===== config.mk =====
export PLATFORM = sky130hd
export DESIGN_NAME = iter_alu_flat
export DESIGN_NICKNAME = d
export VERILOG_FILES = /design/src/rtl/iter_alu_if.sv /design/src/rtl/iter_alu.sv /design/src/flat_wrapper.sv
export SDC_FILE = /design/constraint.sdc
export NUM_CORES = 1
export LEC_CHECK = 0
export ABC_AREA = 1
export CELL_PAD_IN_SITES_DETAIL_PLACEMENT = 1
export CELL_PAD_IN_SITES_GLOBAL_PLACEMENT = 1
export CORE_MARGIN = 2
export CORE_UTILIZATION = 31
export CTS_CLUSTER_DIAMETER = 30
export DETAILED_ROUTE_END_ITERATION = 10
export GPL_ROUTABILITY_DRIVEN = 1
export MAX_ROUTING_LAYER = met4
export PLACE_DENSITY_LB_ADDON = 0.1
export SLEW_MARGIN = 5
export SYNTH_ARGS = -nofsm -noshare
export SYNTH_HDL_FRONTEND = slang
export SYNTH_SLANG_ARGS = --single-unit

===== constraint.sdc =====
create_clock -name clk -period 1.92 [get_ports clk]
set_clock_uncertainty 0.05 [all_clocks]
set_input_delay 0.288 -clock clk [delete_from_list [all_inputs] [get_ports clk]]
set_output_delay 0.288 -clock clk [all_outputs]
set_load 0.02 [all_outputs]

===== src/rtl/iter_alu_if.sv =====
`default_nettype none
// ============================================================================
// Module      : iter_alu_if
// Description : Handshake bundle for iter_alu. The operand side and the
//               result side each use valid/ready. The master drives requests
//               and accepts results; the slave is the ALU.
// Revision    : 1.0 - initial release
// ============================================================================
interface iter_alu_if #(
    parameter int WIDTH = 8
);
    logic             in_valid;
    logic             in_ready;
    logic [2:0]       op;
    logic [WIDTH-1:0] a;
    logic [WIDTH-1:0] b;
    logic             out_valid;
    logic             out_ready;
    logic [WIDTH-1:0] y;
    logic             flag_c;
    logic             flag_z;
    logic             flag_n;

    modport master (
        output in_valid, op, a, b, out_ready,
        input  in_ready, out_valid, y, flag_c, flag_z, flag_n
    );

    modport slave (
        input  in_valid, op, a, b, out_ready,
        output in_ready, out_valid, y, flag_c, flag_z, flag_n
    );
endinterface
`default_nettype wire


===== src/rtl/iter_alu.sv =====
`default_nettype none
// ============================================================================
// Module      : iter_alu
// Description : Handshaked multi-cycle WIDTH-bit ALU. ADD/SUB/NAND/XOR finish
//               in one cycle; SRL/SRA/SLL shift one bit per cycle; MUL is an
//               LSB-first shift-add, one partial product per cycle.
//               Optional feature macro: ITER_ALU_MUL_EN (builds the
//               multiplier; without it op 111 returns 0 in one cycle).
// Revision    : 1.0 - initial release
// ============================================================================
module iter_alu #(
    parameter int WIDTH = 8,
    parameter int SHW   = $clog2(WIDTH)
) (
    input  wire logic   clk,
    input  wire logic   rst_n,
    iter_alu_if.slave   bus
);

    localparam logic [2:0] OP_ADD  = 3'b000;
    localparam logic [2:0] OP_SUB  = 3'b001;
    localparam logic [2:0] OP_NAND = 3'b010;
    localparam logic [2:0] OP_SRL  = 3'b011;
    localparam logic [2:0] OP_XOR  = 3'b100;
    localparam logic [2:0] OP_SRA  = 3'b101;
    localparam logic [2:0] OP_SLL  = 3'b110;
    localparam logic [2:0] OP_MUL  = 3'b111;

    localparam logic [1:0] S_IDLE = 2'd0;
    localparam logic [1:0] S_BUSY = 2'd1;
    localparam logic [1:0] S_DONE = 2'd2;

    // MUL needs to count WIDTH iterations; shifts only ever need WIDTH-1.
`ifdef ITER_ALU_MUL_EN
    localparam int CNTW = SHW + 1;
`else
    localparam int CNTW = SHW;
`endif

    logic [1:0]       state_q, state_d;
    logic             rdy_q;
    logic [2:0]       op_q, op_d;
    logic [WIDTH-1:0] acc_q, acc_d;
    logic [CNTW-1:0]  cnt_q, cnt_d;
    logic [WIDTH-1:0] y_q, y_d;
    logic             fc_q, fc_d;
    logic             fz_q, fz_d;
    logic             fn_q, fn_d;
`ifdef ITER_ALU_MUL_EN
    logic [WIDTH-1:0] mcand_q, mcand_d;
    logic [WIDTH-1:0] mplier_q, mplier_d;
`endif

    logic [SHW-1:0]   w_k;
    logic             w_shift;
    logic             w_iter;
    logic [WIDTH:0]   w_sum;
    logic [WIDTH:0]   w_dif;
    logic [WIDTH-1:0] w_y1;
    logic             w_c1;
    logic [WIDTH-1:0] w_step;
    logic             w_step_c;

    assign w_k     = bus.b[SHW-1:0];
    assign w_shift = (bus.op == OP_SRL) || (bus.op == OP_SRA) || (bus.op == OP_SLL);
`ifdef ITER_ALU_MUL_EN
    assign w_iter  = (w_shift && (w_k != '0)) || (bus.op == OP_MUL);
`else
    assign w_iter  = w_shift && (w_k != '0);
`endif

    // Single-cycle result, computed straight from the incoming operands
    always_comb begin
        w_sum = {1'b0, bus.a} + {1'b0, bus.b};
        w_dif = {1'b0, bus.a} + {1'b0, ~bus.b} + {{WIDTH{1'b0}}, 1'b1};
        w_y1  = '0;
        w_c1  = 1'b0;
        case (bus.op)
            OP_ADD:  begin w_y1 = w_sum[WIDTH-1:0]; w_c1 = w_sum[WIDTH]; end
            OP_SUB:  begin w_y1 = w_dif[WIDTH-1:0]; w_c1 = w_dif[WIDTH]; end
            OP_NAND: w_y1 = ~(bus.a & bus.b);
            OP_XOR:  w_y1 = bus.a ^ bus.b;
            OP_MUL:  w_y1 = '0;      // only reached when the multiplier is not built
            default: w_y1 = bus.a;   // shift by zero passes the operand through
        endcase
    end

    // One iteration of the captured operation; the carry is the bit shifted out
    always_comb begin
        w_step   = acc_q;
        w_step_c = 1'b0;
        case (op_q)
            OP_SRL: begin w_step = {1'b0, acc_q[WIDTH-1:1]};          w_step_c = acc_q[0];       end
            OP_SRA: begin w_step = {acc_q[WIDTH-1], acc_q[WIDTH-1:1]}; w_step_c = acc_q[0];       end
            OP_SLL: begin w_step = {acc_q[WIDTH-2:0], 1'b0};          w_step_c = acc_q[WIDTH-1]; end
`ifdef ITER_ALU_MUL_EN
            OP_MUL: w_step = acc_q + (mplier_q[0] ? mcand_q : '0);
`endif
            default: ;
        endcase
    end

    // Next-state and datapath control; y/flags only load when DONE is entered
    always_comb begin
        state_d = state_q;
        op_d    = op_q;
        acc_d   = acc_q;
        cnt_d   = cnt_q;
        y_d     = y_q;
        fc_d    = fc_q;
        fz_d    = fz_q;
        fn_d    = fn_q;
`ifdef ITER_ALU_MUL_EN
        mcand_d  = mcand_q;
        mplier_d = mplier_q;
`endif
        case (state_q)
            S_IDLE: begin
                if (bus.in_valid && rdy_q) begin
                    op_d = bus.op;
                    if (w_iter) begin
                        state_d = S_BUSY;
                        acc_d   = bus.a;
                        cnt_d   = CNTW'(w_k);
`ifdef ITER_ALU_MUL_EN
                        if (bus.op == OP_MUL) begin
                            acc_d    = '0;
                            mcand_d  = bus.a;
                            mplier_d = bus.b;
                            cnt_d    = CNTW'(WIDTH);
                        end
`endif
                    end else begin
                        state_d = S_DONE;
                        y_d     = w_y1;
                        fc_d    = w_c1;
                        fz_d    = (w_y1 == '0);
                        fn_d    = w_y1[WIDTH-1];
                    end
                end
            end
            S_BUSY: begin
                acc_d = w_step;
                cnt_d = cnt_q - CNTW'(1);
`ifdef ITER_ALU_MUL_EN
                mcand_d  = {mcand_q[WIDTH-2:0], 1'b0};
                mplier_d = {1'b0, mplier_q[WIDTH-1:1]};
`endif
                if (cnt_q == CNTW'(1)) begin
                    state_d = S_DONE;
                    y_d     = w_step;
                    fc_d    = w_step_c;
                    fz_d    = (w_step == '0);
                    fn_d    = w_step[WIDTH-1];
                end
            end
            S_DONE: begin
                if (bus.out_ready) begin
                    state_d = S_IDLE;
                end
            end
            default: state_d = S_IDLE;
        endcase
    end

    // State and datapath registers; reset discards any in-flight work
    always_ff @(posedge clk) begin
        if (!rst_n) begin
            state_q <= S_IDLE;
            rdy_q   <= 1'b0;
            op_q    <= '0;
            acc_q   <= '0;
            cnt_q   <= '0;
            y_q     <= '0;
            fc_q    <= 1'b0;
            fz_q    <= 1'b0;
            fn_q    <= 1'b0;
        end else begin
            state_q <= state_d;
            rdy_q   <= 1'b1;
            op_q    <= op_d;
            acc_q   <= acc_d;
            cnt_q   <= cnt_d;
            y_q     <= y_d;
            fc_q    <= fc_d;
            fz_q    <= fz_d;
            fn_q    <= fn_d;
        end
    end

`ifdef ITER_ALU_MUL_EN
    // Multiplicand/multiplier shift registers for the shift-add multiply
    always_ff @(posedge clk) begin
        if (!rst_n) begin
            mcand_q  <= '0;
            mplier_q <= '0;
        end else begin
            mcand_q  <= mcand_d;
            mplier_q <= mplier_d;
        end
    end
`endif

    // rdy_q keeps in_ready low while reset is held, even though state is IDLE
    assign bus.in_ready  = (state_q == S_IDLE) && rdy_q;
    assign bus.out_valid = (state_q == S_DONE);
    assign bus.y         = y_q;
    assign bus.flag_c    = fc_q;
    assign bus.flag_z    = fz_q;
    assign bus.flag_n    = fn_q;

endmodule
`default_nettype wire


===== src/flat_wrapper.sv =====
// flat-port wrapper written by rule: the top's interface ports become plain ports
module iter_alu_flat 
#(
    parameter int WIDTH = 8,
    parameter int SHW   = $clog2(WIDTH)
)
  (clk, rst_n, bus_in_valid, bus_op, bus_a, bus_b, bus_out_ready, bus_in_ready, bus_out_valid, bus_y, bus_flag_c, bus_flag_z, bus_flag_n);
  iter_alu_if #(.WIDTH(WIDTH)) bus_i ();
  input  wire logic clk;
  input  wire logic rst_n;
  input wire logic [$bits(bus_i.in_valid)-1:0] bus_in_valid;
  input wire logic [$bits(bus_i.op)-1:0] bus_op;
  input wire logic [$bits(bus_i.a)-1:0] bus_a;
  input wire logic [$bits(bus_i.b)-1:0] bus_b;
  input wire logic [$bits(bus_i.out_ready)-1:0] bus_out_ready;
  output wire logic [$bits(bus_i.in_ready)-1:0] bus_in_ready;
  output wire logic [$bits(bus_i.out_valid)-1:0] bus_out_valid;
  output wire logic [$bits(bus_i.y)-1:0] bus_y;
  output wire logic [$bits(bus_i.flag_c)-1:0] bus_flag_c;
  output wire logic [$bits(bus_i.flag_z)-1:0] bus_flag_z;
  output wire logic [$bits(bus_i.flag_n)-1:0] bus_flag_n;
  assign bus_i.in_valid = bus_in_valid;
  assign bus_i.op = bus_op;
  assign bus_i.a = bus_a;
  assign bus_i.b = bus_b;
  assign bus_i.out_ready = bus_out_ready;
  assign bus_in_ready = bus_i.in_ready;
  assign bus_out_valid = bus_i.out_valid;
  assign bus_y = bus_i.y;
  assign bus_flag_c = bus_i.flag_c;
  assign bus_flag_z = bus_i.flag_z;
  assign bus_flag_n = bus_i.flag_n;
  iter_alu #(.WIDTH(WIDTH), .SHW(SHW)) u_core (.clk(clk), .rst_n(rst_n), .bus(bus_i));
endmodule

==> results by group <==
Setup path
  • Type of origin of the critical path: input port
  • Type of the setup path with the least slack: input port to register
  • Data required time at the worst endpoint: about 2.1 ns
  • Setup crit end kind: register
  • Crit path top cell by count: nand2_1
  • Reg2reg setup slack: ~0.13 ns
  • Cell breakdown of the critical path: clkdlybuf4s15_1 > buf_6 > fa_2 > nand3_1 > nand2_1 > nor2_2 > nand2_1 > nand2_1 > nand2_1 > nor2_1 > nand3_1 > nor2_1 > nand3_1 > a21oi_1
  • Slowest Stage Delay on Critical Path: about 0.44 ns
  • Endpoint arrival time on the critical path: 1.97 ns
  • CP max FO: 3
  • CP max stage cell: fa_2

Cells and area
  • Leading cell type in the layout, fill and taps excluded: nand2_1
  • Share of cells above drive strength 1: 29.1%
  • Summed area of non-filler cells in the final layout: 3810 um2
  • Final core area utilization: a little under half
  • Net total in the final layout: between 500 and 600
  • Commonest non-fill, non-tap cells in the layout: 78 x nand2_1, 75 x buf_4, 51 x inv_1
  • Filler cell count in the final layout: 1088
  • Layout overhead on the synthesized area: 46.7%
  • Total inserted antenna cells: 0

Clock tree
  • CTS buffer count: 3
  • H-tree levels: 1
  • Clock tree from TritonCTS: yes
  • Clock sink count: 27
  • Largest buffer count on any clock path: 2
  • Clock latency reported for the late side of the worst-skew pair: approximately 0.28 ns
  • Root Buffer: clkbuf_8
  • Clock-pin transition on the worst setup and hold timing paths: around 0.10 ns

Floorplan
  • Row count: 33
  • Floorplan Core Area: 8180 um2
  • Chip Height: ~96 um
  • Total Die Area: between 9000 and 10000 um2
  • Initial Util: between 30% and 40%
  • Width of the chip: between 90 and 100 um
  • Number of primary I/O pins: 36

Synthesis
  • Syn Nets: 450
  • Number of distinct library cells after synthesis: 37
  • Yosys warns: 0
  • Mean instance size in the synthesized netlist: about 6.4 um2
  • Post-Syn Area: roughly 2600 um2
  • Synthesis-stage register bit count: 27
  • Part of the Yosys area used for sequential elements: around a fifth
  • Gate Count Post-Synth: roughly 400

GRT
  • Met2 capacity usage during global routing: between 30 and 40%
  • GRT Resource Usage Total: approximately 22%
  • Met3 Track Usage GR: less than 1%
  • GR met1 Demand/Resource: between 20% and 30%
  • Number of global-route vias before repair: roughly 3100
  • Maximum number of pins on one net before global-route repair: 20
  • Global routing's busiest layer: met2
  • Global-route wire length before repair: 15100 um
  • Antenna violations before repair: 0
  • GRT Residual Overflow: 0

STA
  • Final-report setup violation count: 0
  • Final Critical Period: between 1.5 and 2 ns
  • Slew HR: 75.0%
  • Worst Tran Pin Value: between 0.3 and 0.4 ns
  • Fin crit share: 93.9%
  • Max-slew violation count: 0
  • Maximum clock frequency: 555 MHz
  • Setup repair after global routing missed its margin: yes
  • Setup TNS after final layout: 0 ns
  • Hold Violations, Final: 0

Power and ir drop
  • Overall power of the completed layout: roughly 2.1 mW
  • VDD IR max: 0.275 mV
  • Static leakage: 1.78 nW
  • Cell area power density: 557 nW/um2

Hold path
  • Worst min-delay path category: input port to register

Run status
  • Status: finished clean

Place
  • Area after detailed placement: ~3600 um2
  • Port Buf Inserts: 35
  • Global placer's final weighted congestion: a little under 0.9
  • Detailed placement HPWL: about 7600 um

Routing
  • Violation count after the first detailed-routing iteration: between 60 and 70
  • Antenna viol nets, final: 0
  • Aggregate routed wire length: roughly 9200 um
  • Count of vias placed by the detailed router: 3062
  • Vias per Instance: around 5
  • Routed len/inst: roughly 15 um
  • DRC violation count after routing: 0
  • DR pass1 iterations: 4

Run
  • Max_cap viols: 0
[flip-flops by register name (all words and copies together), names as in the netlist]
| name | flops |
|---|---|
| u_core.bus.flag_z | 1 |
| u_core.acc_q | 8 |
| u_core.bus.y | 8 |
| u_core.op_q | 3 |
| u_core.rdy_q | 1 |
| u_core.state_q | 2 |
| u_core.bus.flag_c | 1 |
| u_core.cnt_q | 3 |
[logic make-up (layout without fill, tap and decap cells)]
family | count (synthesis) | count (layout) | synth area share [%]
buffers and inverters | 76 | 179 | 12.4
XOR/XNOR | 1 | 1 | 0.337
flip-flops | 27 | 27 | 20.8
AO/OA/AOI/OAI | 94 | 94 | 22.3
adder cells (fa/ha/maj) | 21 | 21 | 10.7
AND/OR/NAND/NOR | 187 | 187 | 33.4
[synth_stat cells (all sizes together)]
| cell | n | area (um2) |
|---|---|---|
| a211oi | 3 | 22.5 |
| a21oi | 27 | 135 |
| a221oi | 6 | 90.1 |
| a22oi | 1 | 7.51 |
| a31oi | 7 | 43.8 |
| buf | 10 | 73.8 |
| clkbuf | 3 | 11.3 |
| clkinv | 1 | 3.75 |
| dfxtp | 27 | 541 |
| fa | 2 | 40.0 |
| ha | 19 | 238 |
| inv | 62 | 233 |
| nand2 | 87 | 342 |
| nand3 | 41 | 223 |
| nand3b | 4 | 30.0 |
| nand4 | 6 | 52.6 |
| nor2 | 40 | 170 |
| nor3 | 4 | 20.0 |
| o21a | 1 | 7.51 |
| o21ai | 39 | 195 |
| o221ai | 5 | 43.8 |
| o22ai | 4 | 25.0 |
| o311ai | 1 | 8.76 |
| or2 | 5 | 31.3 |
| xnor2 | 1 | 8.76 |
[per-stage QoR]
stage                     hold WS, ns  worst slack, ns  std cells
final                           0.432            0.118        614
after CTS                       0.478          -0.0231        613
after global placement          0.434           -0.584        608
after global routing            0.448          -0.0322        614
after detailed placement        0.459           -0.692        608
after floorplan                 0.266            0.106        406
[critical path, delay by kind of cell]
family                   cells  cell delay, ns
AO/OA/AOI/OAI                1            0.12
adder cells (fa/ha/maj)      1            0.44
buffers and inverters        2            0.36
AND/OR/NAND/NOR             10            0.76
[cell type report]
class / count / area, um2 / area share, %
repair buffers: 112 / 928 / 24.4
clock buffers: 4 / 45.0 / 1.18
inverters: 63 / 239 / 6.27
multi-input cells: 303 / 1930 / 50.5
well taps: 105 / 131 / 3.45
flip-flops and latches: 27 / 541 / 14.2
[metal layers]
metal / part of all wire, % / routed length, um
met1: 46 / 4260
met2: 52 / 4790
met3: 1.1 / 102
met4: 0.70 / 64
met5: 0 / 0
[where the power goes]
group	internal [mW]	switching, mW
Combinational	0.493	0.599
Clock	0.149	0.194
Sequential	0.638	0.0497
Total	1.28	0.843
[timing repair]
item	in CTS	in global routing
buffers inserted	1	1
pin swaps	19	16
hold buffers	0	0
setup endpoints to repair	11	12
gates resized for setup	61	23
[final timing paths]
path | cells after the start | start | endpoint
max | 14 | bus_b[1] | u_core.bus.flag_z
min | 3 | bus_a[4] | u_core.acc_q[4]
max reg2reg | 9 | u_core.op_q[1] | u_core.bus.flag_z
min reg2reg | 2 | u_core.acc_q[7] | u_core.acc_q[7]
(Power assumes the default switching activity.)
